File: src/rtl/rv_ctrl_pkg.sv
// Shared definitions for the RV32I multi-cycle controller.
// Holds opcode/funct7 constants, ALU control codes, the FSM state and
// instruction-class enums, trap cause codes and the opcode classifier.
package rv_ctrl_pkg;

  localparam logic [6:0] OP_R     = 7'b0110011;
  localparam logic [6:0] OP_I     = 7'b0010011;
  localparam logic [6:0] OP_LOAD  = 7'b0000011;
  localparam logic [6:0] OP_STORE = 7'b0100011;

  localparam logic [6:0] F7_BASE  = 7'b0000000;
  localparam logic [6:0] F7_ALT   = 7'b0100000;

  // Native width of the ALU control codes below.
  localparam int CC_W = 4;

  localparam logic [CC_W-1:0] CC_AND  = 4'b0000;
  localparam logic [CC_W-1:0] CC_OR   = 4'b0001;
  localparam logic [CC_W-1:0] CC_ADD  = 4'b0010;
  localparam logic [CC_W-1:0] CC_XOR  = 4'b0011;
  localparam logic [CC_W-1:0] CC_SLL  = 4'b0100;
  localparam logic [CC_W-1:0] CC_SRL  = 4'b0101;
  localparam logic [CC_W-1:0] CC_SUB  = 4'b0110;
  localparam logic [CC_W-1:0] CC_SLT  = 4'b0111;
  localparam logic [CC_W-1:0] CC_SRA  = 4'b1000;
  localparam logic [CC_W-1:0] CC_SLTU = 4'b1001;

  typedef enum logic [2:0] {
    ST_IDLE,
    ST_FETCH,
    ST_DECODE,
    ST_EXECUTE,
    ST_MEMORY,
    ST_WRITEBACK,
    ST_TRAP
  } state_t;

  typedef enum logic [2:0] {
    CLS_NONE,
    CLS_R,
    CLS_I,
    CLS_LOAD,
    CLS_STORE
  } instr_class_t;

  typedef enum logic [1:0] {
    TRAP_NONE   = 2'b00,
    TRAP_OPCODE = 2'b01,
    TRAP_FUNCT  = 2'b10,
    TRAP_MEM    = 2'b11
  } trap_cause_t;

  // CLS_NONE marks an unsupported opcode.
  function automatic instr_class_t classify(input logic [6:0] op);
    case (op)
      OP_R:     return CLS_R;
      OP_I:     return CLS_I;
      OP_LOAD:  return CLS_LOAD;
      OP_STORE: return CLS_STORE;
      default:  return CLS_NONE;
    endcase
  endfunction

endpackage

File: src/rtl/alu_cc_decode.sv
// Combinational ALU control decode.
// Ports:
//   cls           in  instruction class derived from the opcode
//   funct7        in  instr[31:25]
//   funct3        in  instr[14:12]
//   alu_cc        out ALU operation code for EXECUTE/WRITEBACK
//   funct_illegal out funct7/funct3 combination not supported for this class
module alu_cc_decode
  import rv_ctrl_pkg::*;
(
  input  instr_class_t    cls,
  input  logic [6:0]      funct7,
  input  logic [2:0]      funct3,
  output logic [CC_W-1:0] alu_cc,
  output logic            funct_illegal
);

  logic shift_op;
  logic f7_checked;
  logic f7_alt;

  assign shift_op   = (funct3 == 3'b001) || (funct3 == 3'b101);
  // For I-ALU, funct7 only carries meaning on shifts; elsewhere it is immediate bits.
  assign f7_checked = (cls == CLS_R) || ((cls == CLS_I) && shift_op);
  assign f7_alt     = (funct7 == F7_ALT);

  always_comb begin
    funct_illegal = 1'b0;
    if (f7_checked) begin
      if ((funct7 != F7_BASE) && !f7_alt)
        funct_illegal = 1'b1;
      else if (f7_alt && (funct3 != 3'b000) && (funct3 != 3'b101))
        funct_illegal = 1'b1;
    end
  end

  always_comb begin
    alu_cc = CC_ADD;
    if ((cls == CLS_R) || (cls == CLS_I)) begin
      case (funct3)
        3'b000:  alu_cc = ((cls == CLS_R) && f7_alt) ? CC_SUB : CC_ADD;
        3'b001:  alu_cc = CC_SLL;
        3'b010:  alu_cc = CC_SLT;
        3'b011:  alu_cc = CC_SLTU;
        3'b100:  alu_cc = CC_XOR;
        3'b101:  alu_cc = f7_alt ? CC_SRA : CC_SRL;
        3'b110:  alu_cc = CC_OR;
        default: alu_cc = CC_AND;
      endcase
    end
  end

endmodule

File: src/rtl/multicycle_ctrl.sv
// Multi-cycle control FSM for the RV32I datapath: sequences one instruction
// at a time and drives the datapath strobes, waits on data memory with a
// timeout, traps on illegal encodings and counts retired instructions.
//
// state     | meaning
// IDLE      | stopped at an instruction boundary, waiting for run
// FETCH     | load instruction register
// DECODE    | classify opcode, latch class and alu_cc, trap if illegal
// EXECUTE   | ALU operation
// MEMORY    | load/store, waiting for mem_ready (bounded by MEM_TIMEOUT)
// WRITEBACK | register write, PC advance, retire
// TRAP      | halted on illegal instruction or memory timeout; reset only
//
// Ports:
//   clk, reset (async, active-low), run
//   opcode/funct7/funct3 from the datapath, mem_ready from data memory
//   pc_en, ir_en, reg_write, mem2reg, alu_src, mem_write, mem_read, alu_cc
//   busy, illegal (sticky), trap_cause, retired (wrapping count)
module multicycle_ctrl
  import rv_ctrl_pkg::*;
#(
  parameter int ALU_CC_W    = 4,
  parameter int CNT_W       = 16,
  parameter int MEM_TIMEOUT = 15
) (
  input  logic                clk,
  input  logic                reset,
  input  logic                run,
  input  logic [6:0]          opcode,
  input  logic [6:0]          funct7,
  input  logic [2:0]          funct3,
  input  logic                mem_ready,
  output logic                pc_en,
  output logic                ir_en,
  output logic                reg_write,
  output logic                mem2reg,
  output logic                alu_src,
  output logic                mem_write,
  output logic                mem_read,
  output logic [ALU_CC_W-1:0] alu_cc,
  output logic                busy,
  output logic                illegal,
  output logic [1:0]          trap_cause,
  output logic [CNT_W-1:0]    retired
);

  localparam int WAIT_W = $clog2(MEM_TIMEOUT + 1);

  state_t          state_q, state_d;
  instr_class_t    dec_cls, cls_q;
  logic [CC_W-1:0] dec_cc, cc_q, cc_out;
  logic            dec_funct_illegal;
  logic [WAIT_W-1:0] wait_q;
  trap_cause_t     cause_q, cause_d;
  logic            illegal_q;
  logic            is_load, is_store;
  logic            mem_timeout;
  logic            retire;

  assign dec_cls = classify(opcode);

  alu_cc_decode u_alu_cc_decode (
    .cls           (dec_cls),
    .funct7        (funct7),
    .funct3        (funct3),
    .alu_cc        (dec_cc),
    .funct_illegal (dec_funct_illegal)
  );

  assign is_load  = (cls_q == CLS_LOAD);
  assign is_store = (cls_q == CLS_STORE);

  // Last allowed MEMORY cycle without ready; a ready in this cycle still wins.
  assign mem_timeout = !mem_ready && (wait_q == WAIT_W'(MEM_TIMEOUT - 1));

  assign retire = (state_q == ST_WRITEBACK) ||
                  ((state_q == ST_MEMORY) && is_store && mem_ready);

  always_ff @(posedge clk or negedge reset) begin
    if (!reset) state_q <= ST_IDLE;
    else        state_q <= state_d;
  end

  always_comb begin
    state_d = state_q;
    cause_d = cause_q;
    case (state_q)
      ST_IDLE:    if (run) state_d = ST_FETCH;
      ST_FETCH:   state_d = ST_DECODE;
      ST_DECODE: begin
        if (dec_cls == CLS_NONE) begin
          state_d = ST_TRAP;
          cause_d = TRAP_OPCODE;
        end else if (dec_funct_illegal) begin
          state_d = ST_TRAP;
          cause_d = TRAP_FUNCT;
        end else begin
          state_d = ST_EXECUTE;
        end
      end
      ST_EXECUTE: state_d = (is_load || is_store) ? ST_MEMORY : ST_WRITEBACK;
      ST_MEMORY: begin
        if (mem_ready) begin
          if (is_load) state_d = ST_WRITEBACK;
          else         state_d = run ? ST_FETCH : ST_IDLE;
        end else if (mem_timeout) begin
          state_d = ST_TRAP;
          cause_d = TRAP_MEM;
        end
      end
      ST_WRITEBACK: state_d = run ? ST_FETCH : ST_IDLE;
      ST_TRAP:      state_d = ST_TRAP;
      default:      state_d = ST_IDLE;
    endcase
  end

  always_comb begin
    pc_en     = 1'b0;
    ir_en     = 1'b0;
    reg_write = 1'b0;
    mem2reg   = 1'b0;
    alu_src   = 1'b0;
    mem_write = 1'b0;
    mem_read  = 1'b0;
    cc_out    = '0;
    case (state_q)
      ST_FETCH: ir_en = 1'b1;
      ST_EXECUTE: begin
        cc_out  = cc_q;
        alu_src = (cls_q != CLS_R);
      end
      ST_MEMORY: begin
        cc_out    = CC_ADD;
        alu_src   = 1'b1;
        mem_read  = is_load;
        mem_write = is_store;
        // Stores retire straight out of MEMORY, so the PC advances on ready.
        pc_en     = is_store && mem_ready;
      end
      ST_WRITEBACK: begin
        reg_write = 1'b1;
        mem2reg   = is_load;
        pc_en     = 1'b1;
        cc_out    = cc_q;
        alu_src   = (cls_q != CLS_R);
      end
      default: ;
    endcase
  end

  always_ff @(posedge clk or negedge reset) begin
    if (!reset) begin
      cls_q     <= CLS_NONE;
      cc_q      <= '0;
      wait_q    <= '0;
      cause_q   <= TRAP_NONE;
      illegal_q <= 1'b0;
      retired   <= '0;
    end else begin
      cause_q <= cause_d;
      if (state_d == ST_TRAP) illegal_q <= 1'b1;
      if (state_q == ST_DECODE) begin
        cls_q <= dec_cls;
        cc_q  <= dec_cc;
      end
      if (state_q == ST_EXECUTE)
        wait_q <= '0;
      else if ((state_q == ST_MEMORY) && !mem_ready)
        wait_q <= wait_q + 1'b1;
      if (retire) retired <= retired + 1'b1;
    end
  end

  assign alu_cc     = ALU_CC_W'(cc_out);
  assign busy       = (state_q != ST_IDLE) && (state_q != ST_TRAP);
  assign illegal    = illegal_q;
  assign trap_cause = cause_q;

endmodule

File: config.mk
export PLATFORM = sky130hd
export DESIGN_NAME = multicycle_ctrl
export DESIGN_NICKNAME = d
export VERILOG_FILES = /design/src/rtl/rv_ctrl_pkg.sv /design/src/rtl/alu_cc_decode.sv /design/src/rtl/multicycle_ctrl.sv
export SDC_FILE = /design/constraint.sdc
export NUM_CORES = 1
export LEC_CHECK = 0
export ABC_AREA = 1
export CAP_MARGIN = 10
export CORE_MARGIN = 2
export CORE_UTILIZATION = 45
export CTS_BUF_LIST = sky130_fd_sc_hd__clkbuf_8
export CTS_CLUSTER_SIZE = 24
export DETAILED_ROUTE_END_ITERATION = 7
export GPL_TIMING_DRIVEN = 0
export MAX_ROUTING_LAYER = met4
export PLACE_DENSITY = 0.75
export REMOVE_ABC_BUFFERS = 1
export SYNTH_ARGS = -nofsm -noshare
export SYNTH_HDL_FRONTEND = slang
export SYNTH_SLANG_ARGS = --single-unit
File: constraint.sdc
create_clock -name clk -period 1.2 [get_ports clk]
set_input_delay 0.24 -clock clk [delete_from_list [all_inputs] [get_ports clk]]
set_output_delay 0.24 -clock clk [all_outputs]
set_load 0.005 [all_outputs]
==> results of run 1 <==
==> where the power goes <==
part           switching, mW  leakage (nW)  internal, mW
registers              0.253         0.417          1.37
clock network          0.445        0.0491         0.394
logic                   1.82          1.44          1.75
total                   2.52          1.90          3.51
==> metrics by stage <==
stage | cell area (um^2) | hold slack (ns) | power [mW] | util, %
3_5_place_dp | 2540 | 0.346 | 3.35 | 59.2
5_1_grt | 3550 | 0.0668 | 6.30 | 82.8
4_1_cts | 3160 | 0.0366 | 5.10 | 73.7
2_1_floorplan | 1970 | -0.0556 | 2.52 | -
3_3_place_gp | 2550 | 0.446 | 3.32 | 59.4
6_report | 3550 | 0.00206 | 6.03 | 82.8
==> cell type report <==
class,instances,area (um^2)
Sequential cell,33,828
Clock buffer,5,68.8
Tap cell,52,65.1
Multi-Input combinational cell,197,1320
Inverter,47,194
Clock inverter,3,13.8
Fill cell,243,741
Timing Repair Buffer,115,1060
==> how the worst max path moves through the flow <==
| stage | from | end |
|---|---|---|
| after global routing | state_q[0]$_DFF_PN0_ | retired[9]$_DFFE_PN0P_ |
| after detailed placement | state_q[2]$_DFF_PN0_ | alu_cc[1] |
| after floorplan | state_q[0]$_DFF_PN0_ | retired[9]$_DFFE_PN0P_ |
| after global placement | state_q[2]$_DFF_PN0_ | alu_cc[1] |
| final | state_q[0]$_DFF_PN0_ | retired[9]$_DFFE_PN0P_ |
| after CTS | state_q[0]$_DFF_PN0_ | alu_cc[1] |
==> metal layers <==
| metal | vias to the layer above | GRT usage, % |
|---|---|---|
| li1 | 1118 | - |
| met1 | 1186 | 30.1 |
| met2 | 116 | 46.0 |
| met3 | 43 | 4.47 |
| met4 | 0 | 15.0 |
| met5 | - | - |
==> flip-flops by register name, summed over array words and instances (netlist names) <==
| register | flops |
|---|---|
| cc_q | 4 |
| cls_q | 3 |
| illegal | 1 |
| retired | 16 |
| state_q | 3 |
| trap_cause | 2 |
| wait_q | 4 |
==> kinds of logic (layout without fill, tap and decap cells) <==
logic type	after synthesis	in the layout	share of synthesized area, %
DFF	33	33	41.7
adders and majority gates	3	3	1.90
xor gates and xnor gates	12	12	5.31
buffers and inverters	48	170	9.29
and+or+nand+nor	153	153	33.9
AOI/OAI and AO/OA	29	29	7.90
==> critical path, cell delays in order, from the launching register on <==
cell and delay (ns):
dfrtp_1 0.43, inv_2 0.13, nand2_4 0.07, inv_4 0.06, nand2_4 0.05, nor2_4 0.13, buf_6 0.13, nand2_4 0.06
nand2_8 0.09, buf_8 0.12, nand4_1 0.17, o21ai_1 0.18, nand2_1 0.07
==> cell usage in the layout (no fill, tap or decap), drive strengths merged <==
| cell type | n |
|---|---|
| o22ai | 2 |
| o31ai | 1 |
| nor3 | 8 |
| nor4 | 1 |
| nand4 | 4 |
| buf | 77 |
| a22oi | 1 |
| dlygate4sd2 | 7 |
| dfrtp | 33 |
| o21ai | 19 |
| dlymetal6s2s | 16 |
| nand3 | 24 |
| clkbuf | 6 |
| xor2 | 11 |
| a21oi | 5 |
| nand2 | 71 |
| clkdlybuf4s50 | 3 |
| o2111ai | 1 |
| inv | 48 |
| nor2 | 45 |
| xnor2 | 1 |
| clkinv | 2 |
| clkdlybuf4s15 | 11 |
| ha | 3 |
==> timing repair <==
| action | 4_1_cts | 5_1_grt |
|---|---|---|
| endpoints found under the setup margin | 64 | 54 |
| buffers inserted | 46 | 23 |
| gates resized for setup | 149 | 91 |
| pin swaps | 26 | 45 |
| hold endpoints to repair | 0 | 0 |
==> metrics.txt, run 1 <==
clock-pin slew on the worst setup and hold paths 0.08 ns; Nets around 420; synth unique cells 25; status complete, but fails checks; RSZ-0062 raised after global routing yes; final setup fails 47; Placer Congestion 0.889; Final Critical Period ~1.8 ns; # clock sinks 33; Post-synth EDFFs 0; startpoint types register; Avg Cell Area, Syn 7.12 um^2; Clock Path Buffers 2; PortBufs between 50 and 60; H-tree levels 2; Vias 2463; WL/cell about 17 um; synth top area cells dfrtp_1 (42%), nand2_1 (13%), inv_1 (8.1%); Cell Count, Final, Fillers Out 452; fmax 0.553 GHz; synth warn 0; Die W 70.3 um; Inserted Diodes 0; ys async rst share 100%; Area growth syn-to-layout 79.4%; length in cells of the worst reg-to-reg path 12; Seq/Total Area, Yosys 41.7%; Top Metal Used met4; area leader, netlist dfrtp_1; dpl ws -0.921 ns; worst path required time ~1.4 ns; Setup Crit Path Kind reg2reg; Met1 Routed Length a little under 3000 um; worst slew pin tran 0.770 ns; largest net degree at the start of global routing 34; vias in the first global route 2251; Vias/cell around 5.4; Worst R2R Start state_q[0]$_DFF_PN0_; Tcrit/Tclk final 151%; Post-Syn Area 1980 um^2; Rel. slew slack a little under 50%; top cells by count, synth nand2_1 (67), inv_1 (43), nor2_1 (43), dfrtp_1 (33), nand3_1 (23); Yosys reg bits 33; CTS Buf Count 5; Final Hold Viols 0; Worst Skew 0.0163 ns; GRT Total Usage 27.1%; Setup WS post-layout -0.607 ns; first-pass GRT wire length 10300 um; grt total ovfl 0; crit-path max FO 6; leakage 1.90 nW; die area ~4900 um^2; Yosys top cell area share 41.7%; FF-to-FF End retired[9]$_DFFE_PN0P_; initial antenna violation count 0; max-slew violations 0; hpwl dp ~3300 um; I/O pin cnt 52; cells after synthesis 278; met2 WL 3950 um; wire length on met3 between 400 and 500 um; failing checks setup timing; Hold Crit Class in2async; residual DRC count 0; setup TNS -18.90 ns; TritonCTS clock tree done; clk root buf clkbuf_8; CTS Hold Buffers Added 0; placed insts 380; DRT Wirelength 7810 um; max cap viols 0; die height between 70 and 80 um; dominant synthesized flop cell dfrtp_1; Pwr Density 1700 nW/um^2; Detailed Routing Iterations Pass 1 4; Max VDD drop 0.877 mV; Initial Util 46.1%; CP Capture Type register; Initial DRC Count 220; Rows 24; worst skew pair latency 0.30 ns; WP data arrival ~2 ns; core area roughly 4300 um^2; count leader, synth nand2_1; Reg2Reg Setup Slack -0.61 ns; ANT nets after route 0; share of layout cells above drive strength 1 41.5%
No activity file was read; power rests on OpenSTA's default activity.
==> run 2: changes to the inputs <==
--- a/config.mk
+++ b/config.mk
@@ -8,13 +8,12 @@
 export ABC_AREA = 1
 export CAP_MARGIN = 10
 export CORE_MARGIN = 2
-export CORE_UTILIZATION = 45
-export CTS_BUF_LIST = sky130_fd_sc_hd__clkbuf_8
+export CORE_UTILIZATION = 44
 export CTS_CLUSTER_SIZE = 24
 export DETAILED_ROUTE_END_ITERATION = 7
 export GPL_TIMING_DRIVEN = 0
 export MAX_ROUTING_LAYER = met4
-export PLACE_DENSITY = 0.75
+export PLACE_DENSITY = 0.73
 export REMOVE_ABC_BUFFERS = 1
 export SYNTH_ARGS = -nofsm -noshare
 export SYNTH_HDL_FRONTEND = slang
==> metrics.txt, run 2 (same netlist as run 1, synthesis figures left out) <==
WL/cell 16.8 um (-2.5%); Detailed Routing Iterations Pass 1 4 (unchanged); Rel. slew slack 50.8% (+2.1 points); Inserted Diodes 0 (unchanged); DRT Wirelength 7730 um (-1.0%); Worst Skew 0.00931 ns (-0.00699 ns); Setup WS post-layout -0.560 ns (+0.0472 ns); Final Hold Viols 0 (unchanged); H-tree levels 2 (unchanged); Setup Crit Path Kind reg2out; crit-path max FO 6 (unchanged); clock-pin slew on the worst setup and hold paths 0.07 ns (about the same); dpl ws -0.844 ns (+0.0769 ns); Design Power 6.28 mW (+4.3%); WP data arrival 1.52 ns (-0.48 ns); max cap viols 0 (unchanged); Clock Path Buffers 2 (unchanged); Rows 24 (unchanged); residual DRC count 0 (unchanged); CP Capture Type output pin; Area growth syn-to-layout 82.4%; Vias 2467 (+0.16%); Nets 430 (+1.7%); length in cells of the worst reg-to-reg path 11 (-1); status complete, but fails checks; Hold Crit Class in2async; Max VDD drop 1.21 mV (+38%); GRT Total Usage 27.6% (+0.48 points); Tcrit/Tclk final 147% (-3.9 points); vias in the first global route 2359 (+4.8%); startpoint types register; Vias/cell 5.37 (-1.4%); max reg flops 16 (unchanged); setup TNS -16.16 ns (+2.74 ns); clk root buf clkbuf_8; ANT nets after route 0 (unchanged); initial antenna violation count 0 (unchanged); Final Critical Period 1.76 ns (-0.0472 ns); leakage 1.84 nW (-3.2%); # clock sinks 33 (unchanged); first-pass GRT wire length 10700 um (+4.2%); number of fill cells 237 (-2.5%); Biggest register retired; PortBufs 51 (unchanged); commonest non-fill, non-tap cells in the layout nand2_1 (48), buf_4 (40), inv_1 (32); worst path required time 0.96 ns (-0.44 ns); die area 5050 um^2 (+2.1%); failing checks setup timing; grt total ovfl 0 (unchanged); Die W 71.1 um (+1.1%); I/O pin cnt 52 (unchanged); commonest non-fill, non-tap cell in the layout nand2_1; final setup fails 46 (-2.1%); Initial DRC Count 204 (-7.3%); fmax 0.568 GHz (+2.7%); Worst Hold Slack 0.0170 ns (+0.0150 ns); worst skew pair latency 0.29 ns (about the same); Initial Util 45.5% (-0.64 points); biggest regs retired (16), cc_q (4), wait_q (4); Placer Congestion 0.878 (-1.2%); Pwr Density 1740 nW/um^2 (+2.6%); TritonCTS clock tree done; max-slew violations 0 (unchanged); share of layout cells above drive strength 1 45.7% (+4.2 points); core area 4350 um^2 (+1.4%); CTS Buf Count 5 (unchanged); die height 71.1 um (+1.1%); Reg2Reg Setup Slack -0.54 ns (+0.07 ns); hpwl dp 3460 um (+4.2%); largest net degree at the start of global routing 34 (unchanged); worst slew pin tran 0.738 ns (-0.0322 ns); RSZ-0062 raised after global routing yes
run 2: per-stage QoR:
step           utilization [%]  std cells  area (um^2)
2_1_floorplan                -        277         1970
3_3_place_gp              58.5        380         2550
3_5_place_dp              58.4        380         2540
4_1_cts                   77.2        446         3360
5_1_grt                   83.0        459         3610
6_report                  83.0        459         3610
run 2: metal layers:
metal / share of wire (%) / global-route usage, %
met4: 4.0 / 10.1
met5: 0 / -
met1: 37 / 31.2
met2: 54 / 47.7
met3: 5.2 / 6.13
run 2: cell type report:
type                       count  area (um^2)  share of cell area (%)
timing repair buffer         122         1080                    30.0
tap                           52         65.1                    1.80
sequential                    33          832                    23.0
inverter                      47          194                    5.37
clock buffer                   7         96.3                    2.67
multi-input combinational    197         1340                    37.0
clock inverter                 1         5.00                   0.139
run 2: final timing paths:
check | startpoint | endpoint
max | state_q[2]$_DFF_PN0_ | alu_src
min | reset | cc_q[1]$_DFFE_PN0P_
max reg2reg | state_q[0]$_DFF_PN0_ | retired[9]$_DFFE_PN0P_
min reg2reg | illegal$_DFFE_PN0N_ | illegal$_DFFE_PN0N_
max in group asynchronous | reset | retired[7]$_DFFE_PN0P_
min in group clk | illegal$_DFFE_PN0N_ | illegal$_DFFE_PN0N_
run 2: critical path, stage by stage (launching register included):
cell     delay (ns)
dfrtp_2        0.47
buf_6          0.14
nor3_4         0.26
nor2_4         0.09
o21ai_1        0.14
buf_2          0.13
run 2: power by group:
group,internal [mW],switching [mW],leakage (nW)
Sequential,1.37,0.265,0.414
Clock,0.519,0.414,0.0542
Combinational,1.83,1.89,1.37
Total,3.72,2.57,1.84
run 2: timing repair:
action | CTS | global route
hold buffers | 0 | 0
cloned | 0 | 0
setup buffers | 58 | 24
pin swaps | 46 | 32
setup endpoints to repair | 64 | 54
gates resized for setup | 193 | 66
